===== config.mk =====
export PLATFORM = sky130hd
export DESIGN_NAME = pll_md_responder
export DESIGN_NICKNAME = d
export VERILOG_FILES = /design/src/rtl/pll_md_pkg.sv /design/src/rtl/pll_lock_model.sv /design/src/rtl/pll_md_responder.sv
export SDC_FILE = /design/constraint.sdc
export NUM_CORES = 1
export LEC_CHECK = 0
export CAP_MARGIN = 0
export CORE_ASPECT_RATIO = 0.7
export CORE_MARGIN = 4
export CORE_UTILIZATION = 62
export DETAILED_ROUTE_END_ITERATION = 12
export HOLD_SLACK_MARGIN = 0.06
export PLACE_DENSITY = 0.92
export SLEW_MARGIN = 5
export SYNTH_ARGS = -nofsm -noshare
export SYNTH_HDL_FRONTEND = slang
export SYNTH_SLANG_ARGS = --single-unit

===== constraint.sdc =====
create_clock -name mdclk -period 5.45 [get_ports mdclk]
set_input_delay 1.09 -clock mdclk [delete_from_list [all_inputs] [get_ports mdclk]]
set_output_delay 1.09 -clock mdclk [all_outputs]
set_load 0.03 [all_outputs]

===== src/rtl/pll_md_pkg.sv =====
// Shared constants for the PLL MD-port responder: opcode encodings, register
// map addresses and the bit positions inside the CTRL and STATUS registers.
package pll_md_pkg;

  // MD opcodes carried on mdopc
  localparam logic [1:0] MD_NOP  = 2'b00;
  localparam logic [1:0] MD_WR   = 2'b01;
  localparam logic [1:0] MD_RD   = 2'b10;
  localparam logic [1:0] MD_ADDR = 2'b11;

  // Register map
  localparam int unsigned REG_FBDIV    = 0;
  localparam int unsigned REG_IDIV     = 1;
  localparam int unsigned REG_ODIV0    = 2;  // ODIV0..ODIV3 occupy 2..5
  localparam int unsigned NUM_ODIV     = 4;
  localparam int unsigned REG_CTRL     = 6;
  localparam int unsigned REG_STATUS   = 7;
  localparam int unsigned REG_SCRATCH0 = 8;

  // CTRL / STATUS bit indices
  localparam int unsigned CTRL_APPLY_BIT  = 0;
  localparam int unsigned STATUS_LOCK_BIT = 0;
  localparam int unsigned STATUS_ACQ_BIT  = 1;

endpackage


===== src/rtl/pll_lock_model.sv =====
// Behavioural PLL lock model: HOLD / ACQUIRE / LOCKED state machine with an
// acquisition counter. lock rises LOCK_CYCLES edges after acquisition starts.
//  mdclk     in  clock
//  reset     in  synchronous active-high reset (enters ACQUIRE, cnt=0)
//  pll_rst   in  holds the model in HOLD; dominates restart
//  restart   in  config apply; restarts ACQUIRE at cnt=0
//  lock      out registered lock indication
//  acquiring out registered "in ACQUIRE" indication
module pll_lock_model #(
  parameter int unsigned LOCK_CYCLES = 64
) (
  input  logic mdclk,
  input  logic reset,
  input  logic pll_rst,
  input  logic restart,
  output logic lock,
  output logic acquiring
);

  localparam int unsigned CNT_W = (LOCK_CYCLES > 1) ? $clog2(LOCK_CYCLES) : 1;
  localparam logic [CNT_W-1:0] CNT_LAST = CNT_W'(LOCK_CYCLES - 1);

  typedef enum logic [1:0] {
    ST_HOLD    = 2'd0,
    ST_ACQUIRE = 2'd1,
    ST_LOCKED  = 2'd2
  } lock_state_e;

  lock_state_e      state;
  logic [CNT_W-1:0] cnt;

  // NOTE: sequential state uses non-blocking assignments so every register
  // samples pre-edge values, independent of statement order.
  always_ff @(posedge mdclk) begin
    if (reset) begin
      state     <= ST_ACQUIRE;
      cnt       <= '0;
      lock      <= 1'b0;
      acquiring <= 1'b1;
    end else if (pll_rst) begin
      state     <= ST_HOLD;
      cnt       <= '0;
      lock      <= 1'b0;
      acquiring <= 1'b0;
    end else if (restart) begin
      state     <= ST_ACQUIRE;
      cnt       <= '0;
      lock      <= 1'b0;
      acquiring <= 1'b1;
    end else begin
      unique case (state)
        ST_HOLD: begin
          state     <= ST_ACQUIRE;
          cnt       <= '0;
          acquiring <= 1'b1;
        end
        ST_ACQUIRE: begin
          if (cnt == CNT_LAST) begin
            state     <= ST_LOCKED;
            lock      <= 1'b1;
            acquiring <= 1'b0;
          end else begin
            cnt <= cnt + CNT_W'(1);
          end
        end
        ST_LOCKED: begin
          lock      <= 1'b1;
          acquiring <= 1'b0;
        end
        default: begin
          state     <= ST_HOLD;
          cnt       <= '0;
          lock      <= 1'b0;
          acquiring <= 1'b0;
        end
      endcase
    end
  end

endmodule


===== src/rtl/pll_md_responder.sv =====
// Responder end of the PLL MD reconfiguration port. Decodes mdopc/mdainc/mdwdi,
// keeps a shadow divider register file plus an active copy, returns registered
// read data on mdrdo and models lock through pll_lock_model.
//  mdclk      in   clock
//  reset      in   synchronous active-high reset
//  pll_rst    in   PLL reset, holds lock low
//  mdopc      in   2  opcode (NOP/WRITE/READ/ADDR-LOAD)
//  mdainc     in   1  post-increment address on WRITE/READ
//  mdwdi      in   8  write data or load address
//  mdrdo      out  8  read data, one cycle after READ, held between READs
//  lock       out  1  modelled lock
//  cfg_fbdiv  out  8  active feedback divider
//  cfg_idiv   out  8  active input divider
//  cfg_odiv   out  32 active output dividers, byte k = clkout k
//  cfg_apply  out  1  one-cycle pulse when shadow is copied to active
module pll_md_responder
  import pll_md_pkg::*;
#(
  parameter int unsigned NUM_REGS    = 16,
  parameter int unsigned LOCK_CYCLES = 64,
  parameter logic [7:0]  DEF_FBDIV   = 8'd16,
  parameter logic [7:0]  DEF_IDIV    = 8'd1,
  parameter logic [7:0]  DEF_ODIV    = 8'd8
) (
  input  logic        mdclk,
  input  logic        reset,
  input  logic        pll_rst,
  input  logic [1:0]  mdopc,
  input  logic        mdainc,
  input  logic [7:0]  mdwdi,
  output logic [7:0]  mdrdo,
  output logic        lock,
  output logic        cfg_apply,
  output logic [7:0]  cfg_fbdiv,
  output logic [7:0]  cfg_idiv,
  output logic [31:0] cfg_odiv
);

  localparam int unsigned ADDR_W = $clog2(NUM_REGS);

  logic [ADDR_W-1:0] addr;
  logic [ADDR_W-1:0] addr_inc;
  logic [7:0]        regs [NUM_REGS];   // shadow dividers + scratch
  logic [7:0]        act_odiv [NUM_ODIV];
  logic [7:0]        rd_data;
  logic              acquiring;
  logic              in_range;
  logic              is_wr;
  logic              is_rd;
  logic              wr_en;
  logic              apply_hit;

  assign is_wr    = (mdopc == MD_WR);
  assign is_rd    = (mdopc == MD_RD);
  assign in_range = (32'(addr) < NUM_REGS);
  assign wr_en    = is_wr && in_range &&
                    (addr != ADDR_W'(REG_CTRL)) && (addr != ADDR_W'(REG_STATUS));
  assign apply_hit = is_wr && (addr == ADDR_W'(REG_CTRL)) && mdwdi[CTRL_APPLY_BIT];

  // Out-of-range pointers (non-pow2 depth) wrap to 0 like the top address.
  assign addr_inc = (32'(addr) >= NUM_REGS - 1) ? '0 : addr + ADDR_W'(1);

  // NOTE: every signal assigned in always_comb gets a default first, so no
  // path leaves it unassigned and no latch is inferred.
  always_comb begin
    rd_data = 8'h00;
    if (addr == ADDR_W'(REG_STATUS)) begin
      rd_data[STATUS_LOCK_BIT] = lock;
      rd_data[STATUS_ACQ_BIT]  = acquiring;
    end else if (in_range && addr != ADDR_W'(REG_CTRL)) begin
      rd_data = regs[addr];
    end
  end

  // NOTE: the register file is an explicit reset target here (scratch regs
  // must read 0 after reset), so it is built from flops, not an inferred RAM.
  always_ff @(posedge mdclk) begin
    if (reset) begin
      addr  <= '0;
      mdrdo <= 8'h00;
      for (int i = 0; i < NUM_REGS; i++) regs[i] <= 8'h00;
      regs[REG_FBDIV] <= DEF_FBDIV;
      regs[REG_IDIV]  <= DEF_IDIV;
      for (int k = 0; k < NUM_ODIV; k++) regs[REG_ODIV0 + k] <= DEF_ODIV;
    end else begin
      if (mdopc == MD_ADDR) begin
        addr <= mdwdi[ADDR_W-1:0];
      end else if ((is_wr || is_rd) && mdainc) begin
        addr <= addr_inc;
      end
      if (wr_en) regs[addr] <= mdwdi;
      if (is_rd) mdrdo <= rd_data;
    end
  end

  // Active copy; a write to CTRL never touches the shadow, so copying the
  // shadow on the same edge as the CTRL write sees final shadow values.
  always_ff @(posedge mdclk) begin
    if (reset) begin
      cfg_apply <= 1'b0;
      cfg_fbdiv <= DEF_FBDIV;
      cfg_idiv  <= DEF_IDIV;
      for (int k = 0; k < NUM_ODIV; k++) act_odiv[k] <= DEF_ODIV;
    end else begin
      cfg_apply <= apply_hit;
      if (apply_hit) begin
        cfg_fbdiv <= regs[REG_FBDIV];
        cfg_idiv  <= regs[REG_IDIV];
        for (int k = 0; k < NUM_ODIV; k++) act_odiv[k] <= regs[REG_ODIV0 + k];
      end
    end
  end

  assign cfg_odiv = {act_odiv[3], act_odiv[2], act_odiv[1], act_odiv[0]};

  pll_lock_model #(
    .LOCK_CYCLES (LOCK_CYCLES)
  ) u_lock (
    .mdclk     (mdclk),
    .reset     (reset),
    .pll_rst   (pll_rst),
    .restart   (apply_hit),
    .lock      (lock),
    .acquiring (acquiring)
  );

endmodule


### Word-level counts from Yosys, hierarchy flattened

Memory sizes are Yosys's and may differ from the RTL's. A register that Yosys moved wholly into a read port is not among the register bits.
Cells that the tools add are included.

* bits in registers: 23
* RAM bits: 160
* input port bits: 14
* memories kept: 2

Memory list
* regs: depth 16, width 8, rd ports 7, clocked after Yosys merged registers in 3, write ports 16, line pll_md_responder.sv:43 `logic [7:0] regs [NUM_REGS];`
* act_odiv: depth 4, width 8, rd ports 4, clocked after Yosys merged registers in 0, write ports 4, line pll_md_responder.sv:44 `logic [7:0] act_odiv [NUM_ODIV];`

* add/sub/neg operators: 2
* magnitude comparators: 1
* eq/ne operators: 14
* muxes and demuxes: 41
* bitwise logic cells: 12
* reductions and logical operators: 14

Operator list (number)
* 8-bit two-way mux: 12
* 4-bit two-way mux: 6
* 1-bit two-way mux: 15
* 6-bit two-way mux: 2
* 4-bit by 3-bit != test with 1-bit output, second input constant: 3
* 6-bit case mux with 2 select lines: 1
* 1-bit OR: 10
* 4-bit by 3-bit equality test with 1-bit output, second input constant: 2
* 2-bit AND reduction: 4
* 8-bit OR reduction: 1
* 6-bit by 1-bit adder with 6-bit output, second input constant: 1
* 2-bit equality test, second input constant: 3
* 6-bit equality test, second input constant: 1
* 2-bit case mux with 3 select lines: 1
* 1-bit logical AND: 5
* 4-bit by 1-bit adder with 4-bit output, second input constant: 1
* 2-bit by 1-bit equality test with 1-bit output, second input constant: 2
* 4-bit >= comparator, second input constant: 1
* 2-bit two-way mux: 2
* 3-bit != test, second input constant: 1
* 1-bit case mux with 3 select lines: 1
* 3-bit OR reduction: 1
* 2-bit zero test: 1
* 2-bit by 1-bit != test with 1-bit output, second input constant: 1
* 5 further kinds: 6

### Logic depth before layout (Yosys ltp)

Gate-level depths: netlist of run 1.

* depth in word-level cells: 8
* mapped depth: 8
* mapped depth without buffers: 6

### By module

From an unflattened synthesis of run 1, not the netlist that was laid out.

* cell total of the unflattened synthesis: 643
* area total of the unflattened synthesis: 9011.1 µm²

Modules (own cells, without submodules)
* pll_md_responder: times used 1, cells each 571, area an instance 8384.3 µm², sequential area each 5465.2 µm²
* pll_lock_model: times used 1, cells each 72, area an instance 626.9 µm², sequential area each 200.2 µm²

### Worst setup path after synthesis of run 1

Ideal clock, no wire load.

* path type: input-to-reg
* start: input mdopc[1]
* end: memory regs[12][0], enable pin
* data arrival time: 2357 ps
* data required time: 5124 ps
* setup slack: 2767 ps
* cell stages on the path: 7
* path buffers: 2
* cell sequence: inv_1 ha_1 and2b_1 and3_1 clkbuf_1 clkbuf_1 a21o_1

RTL lines
* start, declared: line pll_md_responder.sv:28 `input logic [1:0] mdopc,`
* end, declared: line pll_md_responder.sv:43

==> results of run 1 <==
## critical path, cell delays in order
cell	delay (ps)
clkdlybuf4s50_1	900
nand4_4	610
nor2b_1	390
inv_1	850
## cell usage after synthesis (all sizes together) (2+ instances only)
cell    number  share of area [%]
a211oi       4               0.34
o211ai       5               0.42
a31oi        3               0.21
or3          4               0.28
and4         5               0.49
mux4        32                8.1
o21ai        6               0.34
nor2        22               0.93
ha          12                1.7
a22oi        7               0.59
mux2i       23                2.6
and3        94                6.6
nor2b        7               0.49
clkbuf      44                1.9
a21oi       14               0.79
a211o        2               0.20
edfxtp     160                 54
a21o         9               0.76
o221ai       2               0.20
and2        46                3.2
nor3         5               0.28
nand4        3               0.38
nand3b       4               0.34
buf         10               0.73
inv         13               0.55
nand2b       8               0.56
nand3        6               0.34
or2          7               0.49
nand2       13               0.55
nor3b        2               0.17
dfxtp       43                9.7
## state kept, by name (all words and copies together) (netlist names), named ones only
register and flops:
act_odiv 32, addr 4, cfg_apply 1, cfg_fbdiv 8
cfg_idiv 8, mdrdo 8, regs 128, u_lock.acquiring 1
u_lock.cnt 6, u_lock.lock 1, u_lock.state 2
## how the worst min path moves through the flow
stage	start	to	slack (ps)	depth (start not counted)
floorplan	regs[1][1]	cfg_idiv[1]	470	2
global placement	cfg_fbdiv[4]	cfg_fbdiv[4]	470	1
detailed placement	cfg_idiv[0]	cfg_idiv[0]	450	1
CTS	cfg_idiv[0]	cfg_idiv[0]	460	1
global route	cfg_idiv[0]	cfg_idiv[0]	490	1
finish	cfg_idiv[0]	cfg_idiv[0]	460	1
## kinds of logic (layout without fill, tap and decap cells)
group                    after synthesis  after routing  synth area share [%]
other                                  1             16               0.04225
adder cells (fa/ha/maj)               12             12                 1.692
AND/OR/NAND/NOR                      230            230                 15.55
XOR/XNOR                               1              1               0.09869
AO/OA/AOI/OAI                         59             59                 4.779
multiplexers                          56             56                 10.84
flip-flops                           203            203                 63.83
buffers and inverters                 67            122                 3.172
## where the power goes
part | total, mW | leakage [nW] | internal [mW] | switching (mW)
Combinational | 0.264 | 1.88 | 0.103 | 0.161
Clock | 1.21 | 0.271 | 0.661 | 0.548
Sequential | 1.77 | 1.96 | 1.73 | 0.0452
## cell type report
type / instances / share of cell area, %
clock buffer: 27 / 5.038
multi-input combinational: 374 / 29.25
clock inverter: 7 / 0.3424
timing repair buffer: 75 / 7.190
tap: 190 / 2.323
sequential: 203 / 55.38
inverter: 13 / 0.4769
## per-layer routing
metal | track usage, % | part of all wire, %
met5 | 0 | 0
met4 | 8.150 | 2.9
met3 | 6.242 | 10
met2 | 41.71 | 48
met1 | 36.38 | 39
## stage by stage
step / cell area (um^2) / std cells / power [mW]
final: 10230 / 889 / 3.245
after CTS: 10230 / 889 / 3.240
after global placement: 9679 / 855 / 2.042
after detailed placement: 9679 / 855 / 2.058
after floorplan: 8932 / 644 / 1.956
after global routing: 10230 / 889 / 3.333
==> run summary, run 1 <==
Outcome: completed
Worst slew pin tran: 1150 ps
Nets@finish: 712
CTS HTree Levels: 1
Setup WS pre-CTS: 1258 ps
IO Count: 72
PortBufs: 71
Worst Hold Class: reg -> reg
Required time of the critical path: 5560 ps
Sum of negative setup slack: 0 ps
Root Buffer Master: clkbuf_16
Worst R2R Setup Slack: 1770 ps
Routed WL: 21,150 um
DRT iter0 DRCs: 787
Gr ovfl total: 0
Avg Inst Size Synth: 14.11 um^2
Clk_lat worst skew: 500 ps
Post-CTS Setup Bufs: 0
DRC viols: 0
Worst Path Arrival: 3870 ps
Clock Skews: 27.51 ps
# setup viols final: 0
Seq/Total Area, Yosys: 63.83%
PD cells: 317.1 mW/mm^2
Share of cells above drive strength 1: 10.73%
Worst Setup SP: mdwdi[0]
Ys flop type: edfxtp_1
Post-Route Utilization: 73.28%
Post-synth EDFFs: 160
Library cells used by synthesis: 50
Post-synthesis cell count: 629
Async S/R FF share, synth: 0%
Fillers: 847
Reg2reg path depth: 5
Final Hold Fails: 0
Leak: 4.109 nW
Fin Hold WS: 460.6 ps
Antenna viol nets, final: 0
Clock Sinks: 203
Die width: 151.0 um
RR Endpoint: act_odiv[2][1]
Cell Area, Synth: 0.008876 mm^2
Multi-input gate area: 0.002993 mm^2
Die footprint: 0.01632 mm^2
Clk slew on worst S/H paths: 60 ps
P&R area growth vs syn: 15.28%
Final Max Tran Viols: 0
Max-cap violations: 0
Vias in the first global route: 5,569
CORE AREA: 0.01396 mm^2
Drt wl/cell: 23.79 um
Unrepaired setup endpoints after global routing: false
Antenna violations before repair: 0
DR vias/cell: 6.400
First-pass GRT wire length: 31,990 um
Ys Warns: 0
Initial Utilization: 63.57%
Total vias in the final route: 5,690
Placed wire-length estimate: 13,240 um
Cts-stage hold buffer count: 0
CTS max path bufs: 3
Row cnt: 36
CTS Buf Count: 19
Final RePlAce weighted congestion: 0.8475
Diode count: 0
Most common cell after layout, fill and taps aside: edfxtp_1
Critical path class: in -> reg
All-layer global routing usage: 26.19%
Crit path capture type: flop
Fmax: 265.9 MHz
Final worst setup slack: 1689 ps
Critical Path End: act_odiv[2][1]
Worst reg2reg startpoint: addr[0]
Synth Register Bits: 203
Largest net degree at the start of global routing: 64
Tmin final: 3761 ps
DRT Pass-1 Iters: 5
Commonest cells after routing, fill and taps aside: edfxtp_1, and3_1, clkdlybuf4s50_1
CTS tree: yes
Crit Path Max Fanout: 32
Final worst-path cycle share: 69.00%
Crit start category: primary input
Slew headroom: 23.02%
Post-cts resize count: 0
Die H: 108.1 um
VDD IR-drop max: 0.0002601 V
Reg area: 0.005667 mm^2
No activity file was read; power rests on OpenSTA's default activity.
==> run 2, diff against run 1 <==
Settings changed: CORE_UTILIZATION 62 to 58, PLACE_DENSITY 0.92 to 0.88.
Clock period 5.45 ns to 3.5 ns, I/O delays scaled along.
==> run 2 against run 1 <==
Critical path depth rose by 2. Flip-flop and latch count did not move. Register-to-register slack worse by 1100 ps. Critical endpoint is now mdrdo[7].
==> run summary, run 2 (same netlist as run 1, synthesis figures left out) <==
Post-CTS Setup Bufs: 0
Slew headroom: 34.14%
Outcome: completed
Regs by FF count: regs x128, act_odiv x32
Max reg flops: 128
Gr ovfl total: 0
Crit Path Max Fanout: 29
PD cells: 494.7 mW/mm^2
CTS Buf Count: 20
Final Hold Fails: 0
Final Max Tran Viols: 0
Cts-stage hold buffer count: 0
Switching power total: 1.200 mW
Final worst-path cycle share: 81.67%
Row cnt: 37
CTS HTree Levels: 1
VDD IR-drop max: 0.0003093 V
Placed wire-length estimate: 13,450 um
DR vias/cell: 6.170
GRT busiest layer: met2
Required time of the critical path: 3900 ps
Design area: 0.01038 mm^2
Most common cell after layout, fill and taps aside: edfxtp_1
Die H: 111.5 um
DRC viols: 0
Sum of negative setup slack: 0 ps
Post-Route Utilization: 69.84%
Comb pwr share: 8.2%
Initial Utilization: 59.73%
Met1 usage: 33.90%
Sequential power share: 53.6%
# setup viols final: 0
Sw frac: 23.38%
Clk slew on worst S/H paths: 70 ps
P&R area growth vs syn: 16.93%
Routed WL: 20,460 um
Fin Hold WS: 469.6 ps
Crit start category: flop
DRT iter0 DRCs: 604
Leak: 4.187 nW
Critical path class: reg -> reg
Worst slew pin tran: 987.9 ps
Worst Hold Class: reg -> reg
Share of cells above drive strength 1: 12.08%
Unrepaired setup endpoints after global routing: false
All-layer global routing usage: 23.72%
CTS tree: yes
Largest net degree at the start of global routing: 63
Clk network pwr share: 38.2%
Diode count: 0
Clock Sinks: 203
Crit path capture type: flop
Clock Skews: 22.74 ps
Worst Path Arrival: 3260 ps
Die footprint: 0.01738 mm^2
Post-cts resize count: 0
Total vias in the final route: 5,596
CORE AREA: 0.01486 mm^2
Tmin final: 2859 ps
PortBufs: 71
Nets@finish: 725
Drt wl/cell: 22.56 um
Met2 Usage GRT: 37.36%
Max-cap violations: 0
PnR Total Power: 5.134 mW
Most flops, register: regs
Commonest cells after routing, fill and taps aside: edfxtp_1, and3_1, clkdlybuf4s50_1
Die width: 155.9 um
DRT Pass-1 Iters: 5
Final RePlAce weighted congestion: 0.8524
Fmax: 349.8 MHz
Clk_lat worst skew: 510 ps
Root Buffer Master: clkbuf_16
Antenna viol nets, final: 0
Antenna violations before repair: 0
Vias in the first global route: 5,574
Placed Area: 0.009788 mm^2
Internal: 3.933 mW
IO Count: 72
CTS max path bufs: 3
First-pass GRT wire length: 31,840 um
GR Util met3: 4.740%
[run 2: worst paths after layout]
check / from / end / slack (ps) / cells past startpoint
hold / removal: cfg_fbdiv[4] / cfg_fbdiv[4] / 470 / 1
setup / recovery: addr[0] / mdrdo[7] / 640 / 6
setup reg to reg: addr[0] / mdrdo[7] / 640 / 6
hold reg to reg: cfg_fbdiv[4] / cfg_fbdiv[4] / 470 / 1
[run 2: per-layer routing]
metal,vias to the layer above,routed length [um]
li1,2492,-
met1,2716,8225
met2,334,9600
met3,54,2036
met4,0,597
met5,-,0
[run 2: final cells by class]
class / instances / area (um^2)
timing repair buffer: 87 / 838.3
fill: 939 / 4482
clock buffer: 25 / 529.3
sequential: 203 / 5667
tap: 195 / 244.0
inverter: 13 / 48.80
clock inverter: 10 / 61.31
multi-input combinational: 374 / 2990
[run 2: metrics by stage]
| step | setup WS (ps) | cells |
|---|---|---|
| after floorplan | 1207 | 644 |
| after global placement | 612.8 | 872 |
| after detailed placement | 493.1 | 872 |
| after CTS | 719.4 | 907 |
| after global routing | 488.6 | 907 |
| final | 641.5 | 907 |
[run 2: power by group through the flow]
stage          Clock (mW)  Combinational (mW)  Sequential (mW)
2_1_floorplan           0               0.242             2.80
4_1_cts              1.98               0.416             2.75
3_3_place_gp            0               0.399             2.79
6_report             1.96               0.421             2.75
5_1_grt              2.09               0.446             2.76
3_5_place_dp            0               0.411             2.80
[run 2: worst max-delay path, cell delays in order (launching register included)]
cell,delay (ps)
dfxtp_1,440
inv_1,120
ha_1,560
or2_2,490
a211oi_1,720
a22oi_1,270
o211ai_1,160
